<file path="config.mk">
export PLATFORM = sky130hd
export DESIGN_NAME = ex_muldiv_unit
export DESIGN_NICKNAME = d
export VERILOG_FILES = /design/src/rtl/ex_muldiv_unit_pkg.sv /design/src/rtl/ex_muldiv_unit.sv
export SDC_FILE = /design/constraint.sdc
export NUM_CORES = 1
export LEC_CHECK = 0
export CAP_MARGIN = 20
export CORE_MARGIN = 3
export CORE_UTILIZATION = 53
export DETAILED_ROUTE_END_ITERATION = 10
export GPL_ROUTABILITY_DRIVEN = 0
export PLACE_DENSITY = 0.74
export SYNTH_ARGS = -nofsm -noshare
export SYNTH_HDL_FRONTEND = slang
export SYNTH_SLANG_ARGS = --single-unit
</file>
<file path="constraint.sdc">
create_clock -name clk -period 3.6 [get_ports clk]
set_input_delay 0.54 -clock clk [delete_from_list [all_inputs] [get_ports clk]]
set_output_delay 0.54 -clock clk [all_outputs]
set_load 0.02 [all_outputs]
</file>
<file path="src/rtl/ex_muldiv_unit_pkg.sv">
// Shared encodings for the EX-stage multiply/divide unit: op codes and FSM states.
// The control decoder imports the same package to generate op.
package ex_muldiv_unit_pkg;

  typedef enum logic [2:0] {
    MD_MULT  = 3'b000,
    MD_MULTU = 3'b001,
    MD_DIV   = 3'b010,
    MD_DIVU  = 3'b011,
    MD_MTHI  = 3'b100,
    MD_MTLO  = 3'b101
  } md_op_e;

  typedef enum logic [1:0] {
    S_IDLE  = 2'd0,
    S_RUN   = 2'd1,
    S_FIXUP = 2'd2
  } md_state_e;

  // MULT/MULTU/DIV/DIVU all have op[2]==0; op[1] selects divide, op[0] selects unsigned.
  function automatic logic is_arith(input logic [2:0] op);
    return ~op[2];
  endfunction

endpackage

</file>
<file path="src/rtl/ex_muldiv_unit.sv">
// Iterative HI/LO multiply/divide unit: radix-2 shift-add multiply, restoring divide,
// one iteration per cycle, sign fix-up in a final cycle, plus MTHI/MTLO writes.
module ex_muldiv_unit
  import ex_muldiv_unit_pkg::*;
#(
  parameter int DATA_W = 32
) (
  input  logic              clk,
  input  logic              reset,
  input  logic              start,
  input  logic [2:0]        op,
  input  logic [DATA_W-1:0] rs_val,
  input  logic [DATA_W-1:0] rt_val,
  input  logic              mf_req,
  input  logic              flush,
  output logic [DATA_W-1:0] hi,
  output logic [DATA_W-1:0] lo,
  output logic              busy,
  output logic              stall,
  output logic              done
);

  localparam int CNT_W = $clog2(DATA_W) + 1;
  localparam int ACC_W = 2 * DATA_W;
  localparam logic [CNT_W-1:0] LAST_ITER = CNT_W'(DATA_W - 1);

  function automatic logic [DATA_W-1:0] mag(input logic signed [DATA_W-1:0] v,
                                            input logic is_signed);
    if (is_signed && (v < 0)) return -v;
    return v;
  endfunction

  md_state_e          state_q, state_d;
  logic [CNT_W-1:0]   count_q, count_d;
  logic [ACC_W-1:0]   acc_q, acc_d;
  logic [DATA_W-1:0]  dvsr_q, dvsr_d;
  logic [DATA_W-1:0]  orig_q, orig_d;
  logic [DATA_W-1:0]  hi_q, hi_d;
  logic [DATA_W-1:0]  lo_q, lo_d;
  logic               neg_res_q, neg_res_d;
  logic               neg_rem_q, neg_rem_d;
  logic               is_div_q, is_div_d;
  logic               done_q, done_d;

  logic               op_signed;
  logic [DATA_W-1:0]  rs_abs, rt_abs;
  logic [DATA_W:0]    mul_sum;
  logic [DATA_W:0]    rem_sh;
  logic [DATA_W-1:0]  rem_diff;
  logic               rem_ge;
  logic [ACC_W-1:0]   mul_step, div_step, prod_fix;
  logic [DATA_W-1:0]  quot, rem;

  assign op_signed = ~op[0];
  assign rs_abs    = mag(rs_val, op_signed);
  assign rt_abs    = mag(rt_val, op_signed);

  // Multiply: low half holds the remaining multiplier bits, product grows in from the top.
  assign mul_sum  = {1'b0, acc_q[ACC_W-1:DATA_W]} + (acc_q[0] ? {1'b0, dvsr_q} : '0);
  assign mul_step = {mul_sum, acc_q[DATA_W-1:1]};

  // Divide: {remainder, quotient} shift left; diff only needs DATA_W bits when it is kept.
  assign rem_sh   = {acc_q[ACC_W-1:DATA_W], acc_q[DATA_W-1]};
  assign rem_diff = rem_sh[DATA_W-1:0] - dvsr_q;
  assign rem_ge   = rem_sh >= {1'b0, dvsr_q};
  assign div_step = rem_ge ? {rem_diff, acc_q[DATA_W-2:0], 1'b1}
                           : {rem_sh[DATA_W-1:0], acc_q[DATA_W-2:0], 1'b0};

  assign prod_fix = neg_res_q ? -acc_q : acc_q;
  assign quot     = neg_res_q ? -acc_q[DATA_W-1:0] : acc_q[DATA_W-1:0];
  assign rem      = neg_rem_q ? -acc_q[ACC_W-1:DATA_W] : acc_q[ACC_W-1:DATA_W];

  always_comb begin
    state_d   = state_q;
    count_d   = count_q;
    acc_d     = acc_q;
    dvsr_d    = dvsr_q;
    orig_d    = orig_q;
    hi_d      = hi_q;
    lo_d      = lo_q;
    neg_res_d = neg_res_q;
    neg_rem_d = neg_rem_q;
    is_div_d  = is_div_q;
    done_d    = 1'b0;
    case (state_q)
      S_IDLE: begin
        if (start && !flush) begin
          if (is_arith(op)) begin
            state_d   = S_RUN;
            count_d   = '0;
            is_div_d  = op[1];
            neg_res_d = op_signed & (rs_val[DATA_W-1] ^ rt_val[DATA_W-1]);
            neg_rem_d = op_signed & rs_val[DATA_W-1];
            orig_d    = rs_val;
            if (op[1]) begin
              acc_d  = {{DATA_W{1'b0}}, rs_abs};
              dvsr_d = rt_abs;
            end else begin
              acc_d  = {{DATA_W{1'b0}}, rt_abs};
              dvsr_d = rs_abs;
            end
          end else if (op == MD_MTHI) begin
            hi_d = rs_val;
          end else if (op == MD_MTLO) begin
            lo_d = rs_val;
          end
        end
      end
      S_RUN: begin
        if (flush) begin
          state_d = S_IDLE;
        end else begin
          acc_d   = is_div_q ? div_step : mul_step;
          count_d = count_q + CNT_W'(1);
          if (count_q == LAST_ITER) state_d = S_FIXUP;
        end
      end
      S_FIXUP: begin
        state_d = S_IDLE;
        if (!flush) begin
          done_d = 1'b1;
          if (!is_div_q) begin
            {hi_d, lo_d} = prod_fix;
          end else if (dvsr_q == '0) begin
            hi_d = orig_q;
            lo_d = '1;
          end else begin
            hi_d = rem;
            lo_d = quot;
          end
        end
      end
      default: state_d = S_IDLE;
    endcase
  end

  always_ff @(posedge clk) begin
    if (!reset) begin
      state_q   <= S_IDLE;
      count_q   <= '0;
      acc_q     <= '0;
      dvsr_q    <= '0;
      orig_q    <= '0;
      hi_q      <= '0;
      lo_q      <= '0;
      neg_res_q <= 1'b0;
      neg_rem_q <= 1'b0;
      is_div_q  <= 1'b0;
      done_q    <= 1'b0;
    end else begin
      state_q   <= state_d;
      count_q   <= count_d;
      acc_q     <= acc_d;
      dvsr_q    <= dvsr_d;
      orig_q    <= orig_d;
      hi_q      <= hi_d;
      lo_q      <= lo_d;
      neg_res_q <= neg_res_d;
      neg_rem_q <= neg_rem_d;
      is_div_q  <= is_div_d;
      done_q    <= done_d;
    end
  end

  assign hi    = hi_q;
  assign lo    = lo_q;
  assign busy  = (state_q != S_IDLE);
  assign stall = busy & (mf_req | start);
  assign done  = done_q;

endmodule

</file>
==> results.toml, run 1 <==
[status]
outcome = "completed"

[placed_design]
hpwl_um = 49400
place_ws_ps = 75.8
io_buffers = 138
placed_area_um2 = 19500

[routing]
routed_wire_length_per_instance_um = 22.3
drc_errors = 0
vias = 18900
dr.pass1.iters = 6
wirelength_um = 64900
ant_nets = 0
first_iter_violations = 2175
viasPerCell = 6.49

[logic_synthesis]
ys.flop_type = "dfxtp_1"
yosysSeqAreaShare_pct = 23.7
synthCells = 2349
synthAdderAreaFrac_pct = 5.25
yosys_warnings = 0
synth_simple_gate_area_share_pct = 20.3
syn_nets = 2492
synth_edf_count = 0
synthDistinctLibCells = 86
netlist_area_um2 = 17200
synth-compound-area-share_pct = 30.2
synth-xor-area-share_pct = 10.3
synth_top_family_by_area = "compound AO/OA/AOI/OAI gates"
synth_mux_area_share_pct = 4.31
async_flop_share_pct = 0
postSynthAreaPerCell_um2 = 7.32
ys_ff_latch = 204

[final_layout]
drive_above_1_share_pct = 8.77
final_area_um2 = 20300
antennaDiodeCount = 0
nets = 2601
syn2layout_area_growth_pct = 18.2
final_common_cell = "nand2_1"
final_cell_mix = "269 x nand2_1, 202 x dfxtp_1, 196 x a21oi_1"

[critical_path]
cp-startpoint = "acc_q[0]"
r2r_slack_ps = 180
rr_worst_depth = 12
path_depth = 12
cp-start-kind = "register"
crit_top_cell = "o21ai_0"
cpLargestDelayFamily = "compound AO/OA/AOI/OAI gates"
r2r_start = "acc_q[0]"
cp-end-kind = "register"
cpMaxStageDelayCell = "a21oi_1"
worstPathBufferInverterCount = 3
path_cells = "inv_1, buf_4, ha_1, nand4b_1, buf_4, o21a_4, a21oi_1, o21ai_0, xnor2_1, o211ai_1, o21ai_0, o21ai_0"
cp.arrival_ps = 3870
crit_end = "hi[20]"
crit_type = "register to register"
path_max_fanout = 11
crit-reg2reg-capture = "hi[20]"
cp.required_ps = 4060
cp_slowest_stage_delay_ps = 410

[timing]
worst_slack_ps = 183
period_share_pct = 94.9
hold_slack_ps = 364
period_needed_ps = 3420
slew_headroom_pct = 28.2
hold_viol_final = 0
setup_violations = 0
fmax_mhz = 293
rsz0062_at_grt = "false"
fin_tns_setup_ps = 0
finClkSkew_ps = 42.4
slew_viol_final = 0
tightest_slew_ps = 1080

[run]
maxCapViolCount = 0

[power_and_ir_drop]
p_leak_nw = 8.03
vdd_ir_drop_max_mv = 0.341
power_mw = 6.82
power_density_nw_per_um2 = 335

[global_route]
grt_start_max_net_pins = 90
grt_pass1_vias = 17800
grt_usage_pct = 36.3
grt_pass1_wl_um = 99200
antenna_found_initial = 2
grt.overflow.total = 0

[clock_network]
cts.sinks = 204
numCtsBuffers = 24
clk_pin_slew_ps = 60
root_buffer = "clkbuf_16"
cts_tree = "done"
clk_path_buf_depth = 3
worstSkewPairLatency_ps = 560
h-tree-depth = 1
post_cts_buffers = 0

[min_path]
hold_path_class = "input pin to register"

[die]
die_x_um = 186
rows = 65
initial_core_util_pct = 54.1
core_um2 = 31800
die_h_um = 186
dieArea_um2 = 34700
ios = 139
[through the flow]
stage | utilization, % | cells
final | 64.0 | 2909
after global routing | 64.0 | 2909
after CTS | 63.9 | 2909
after detailed placement | 61.2 | 2867
after global placement | 61.1 | 2866
after floorplan | - | 2349
[flip-flops by register name, summed over array words and instances (netlist names)]
signal / cells
done: 1
state_q: 2
lo: 32
hi: 32
is_div_q: 1
acc_q: 64
dvsr_q: 32
count_q: 6
orig_q: 32
neg_res_q: 1
neg_rem_q: 1
[report_power, final]
group	switching [mW]	internal, mW
sequential	0.0794	2.32
clock	1.06	1.67
combinational	1.04	0.653
total	2.17	4.65
[Yosys cell counts, drive strengths merged (18+ instances only)]
master	number	area (µm²)
nor4	30	206
dfxtp	204	4080
o221ai	27	243
nor2b	33	206
xnor2	112	981
o211ai	55	413
a21oi	198	998
a21boi	68	514
a211oi	37	278
nand2	269	1010
a31oi	22	138
a21o	34	255
nor2	188	708
inv	74	278
o31ai	34	255
or4	19	150
mux2i	73	731
nand3	51	255
clkbuf	158	597
or3	23	149
ha	69	863
nor3	38	190
xor2	90	788
buf	31	141
and2	18	113
nand4	20	125
o21ai	187	936
[how the worst min path moves through the flow]
stage | startpoint | to | slack [ps] | cells after the start
2_1_floorplan | count_q[5] | state_q[1] | 430 | 1
3_3_place_gp | hi[18] | hi[18] | 450 | 2
3_5_place_dp | hi[23] | hi[23] | 460 | 2
4_1_cts | reset | acc_q[10] | 350 | 2
5_1_grt | reset | acc_q[14] | 370 | 2
6_report | reset | acc_q[14] | 360 | 2
[repair_timing]
action,4_1_cts,5_1_grt
endpoints found under the setup margin,0,6
endpoints found under the hold margin,0,0
resized for setup,0,5
hold buffers,0,0
[worst register-to-register path: cells and delay by family, from the launching register on]
family                   cells  cell delay, ps
AO/OA/AOI/OAI                6            1380
XOR/XNOR                     1             180
adder cells (fa/ha/maj)      1             280
buffers and inverters        3             750
flip-flops                   1             330
AND/OR/NAND/NOR              1             390
[final cells by class]
class,count,area (µm²)
well taps,435,544
inverters,74,278
flip-flops and latches,204,4090
multi-input cells,1882,12100
clock buffers,33,674
clock inverters,9,201
repair buffers,272,2410
fillers,2784,11500
[cell families after synthesis]
family / Yosys count
flops: 204
fa+ha+maj: 71
buf+inv: 263
mux: 74
compound gates: 790
simple gates: 745
xor+xnor: 202
[routing by layer]
layer	part of all wire (%)	global-route usage [%]	routed length, µm
met2	44	57.1	28600
met3	11	7.00	6970
met1	39	47.6	25300
met4	6.4	18.5	4130
met5	0	0	0
Power figures use the tool's default switching activity.
==> run 2: changes to the inputs <==
- CORE_ASPECT_RATIO: default -> 2
- CTS_CLUSTER_SIZE: default -> 24
==> run 2 against run 1 <==
Cell area down 0.27%. Clock power down 19%. Wire length up 18%. Count of clock-buffer cells in the layout down 9. Register-to-register slack worse by 160 ps. Largest power group is now sequential cells.
==> results.toml, run 2 (synthesis gave the netlist of run 1 again) <==
[global_route]
grt.overflow.total = 0
grt_usage_pct = 42.7
grt_pass1_wl_um = 114000
antenna_found_initial = 2
grt_pass1_vias = 19400
grt_start_max_net_pins = 144

[die]
ios = 139
core_um2 = 31800
initial_core_util_pct = 54.2
rows = 92
dieArea_um2 = 34800
die_h_um = 261
die_x_um = 133

[final_layout]
stdcell_count = 2909
antennaDiodeCount = 0
final_area_um2 = 20300
drive_above_1_share_pct = 9.49
fillers = 2856
nets = 2618
syn2layout_area_growth_pct = 17.9
largest_register_ffs = 64
final_common_cell = "nand2_1"
largest-register = "acc_q"
final_cell_mix = "269 x nand2_1, 202 x dfxtp_1, 196 x a21oi_1"
fin_util_pct = 63.9

[timing]
fmax_mhz = 279
slew_headroom_pct = 36.1
rsz0062_at_grt = "false"
fin_tns_setup_ps = 0
tightest_slew_ps = 955
slew_viol_final = 0
worst_slack_ps = 21.6
hold_slack_ps = 466
period_share_pct = 99.4
setup_violations = 0
hold_viol_final = 0
period_needed_ps = 3580
finClkSkew_ps = 17.3

[min_path]
hold_path_class = "register to register"

[critical_path]
path_max_fanout = 7
cp-start-kind = "register"
cp.arrival_ps = 3960
cp.required_ps = 3980
r2r_slack_ps = 20
crit_type = "register to register"
cp-end-kind = "register"

[routing]
drc_errors = 0
ant_nets = 0
first_iter_violations = 2655
routed_wire_length_per_instance_um = 26.3
vias = 19700
viasPerCell = 6.76
wirelength_um = 76600
dr.pass1.iters = 7

[clock_network]
numCtsBuffers = 21
clk_pin_slew_ps = 70
root_buffer = "clkbuf_16"
clk_path_buf_depth = 3
worstSkewPairLatency_ps = 530
cts.sinks = 204
cts_tree = "done"
h-tree-depth = 1

[power_and_ir_drop]
power_density_nw_per_um2 = 316
vdd_ir_drop_max_mv = 0.386
power_mw = 6.42
p_leak_nw = 8.04

[placed_design]
hpwl_um = 57200
place_ws_ps = 128
place_inst = 2874
io_buffers = 138
placed_area_um2 = 19600

[run]
maxCapViolCount = 0

[status]
outcome = "completed"
[run 2: layout make-up]
cell class / instances / area, µm² / share of cell area (%)
multi-input cells: 1882 / 12200 / 59.9
clock inverters: 10 / 86.3 / 0.426
flip-flops and latches: 204 / 4090 / 20.2
well taps: 423 / 529 / 2.61
clock buffers: 24 / 567 / 2.79
inverters: 74 / 278 / 1.37
repair buffers: 292 / 2580 / 12.7
[run 2: per-layer routing]
metal | global-route usage (%) | share of wire [%] | vias to the layer above
met5 | 0 | 0 | -
met4 | 43.0 | 13 | 0
met2 | 72.1 | 47 | 1323
li1 | - | - | 8728
met1 | 41.4 | 31 | 9043
met3 | 10.4 | 8.9 | 571
[run 2: worst max-delay path, cell delays in order, from the launching register on]
cell and delay [ps]:
dfxtp_1 320, or4_1 710, nor4_1 510, nand4b_1 340
or3_4 490, o311ai_2 290, a21oi_1 120, a31oi_1 300
a2bb2oi_1 250, a21oi_1 90
[run 2: power by group]
part,internal [mW],switching [mW],total (mW)
clock,1.20,1.00,2.20
combinational,0.672,1.14,1.81
sequential,2.32,0.0799,2.40
[run 2: path summary, 6_finish.rpt]
kind | start | to | cells after the start
worst max-delay path | acc_q[13] | hi[27] | 9
worst min-delay path | hi[18] | hi[18] | 2
worst max register to register | acc_q[13] | hi[27] | 9
worst min register to register | hi[18] | hi[18] | 2
[run 2: what timing repair did]
action	4_1_cts	5_1_grt
setup buffers	0	0
gates resized for setup	0	5
endpoints found under the setup margin	0	7
hold buffers	0	0
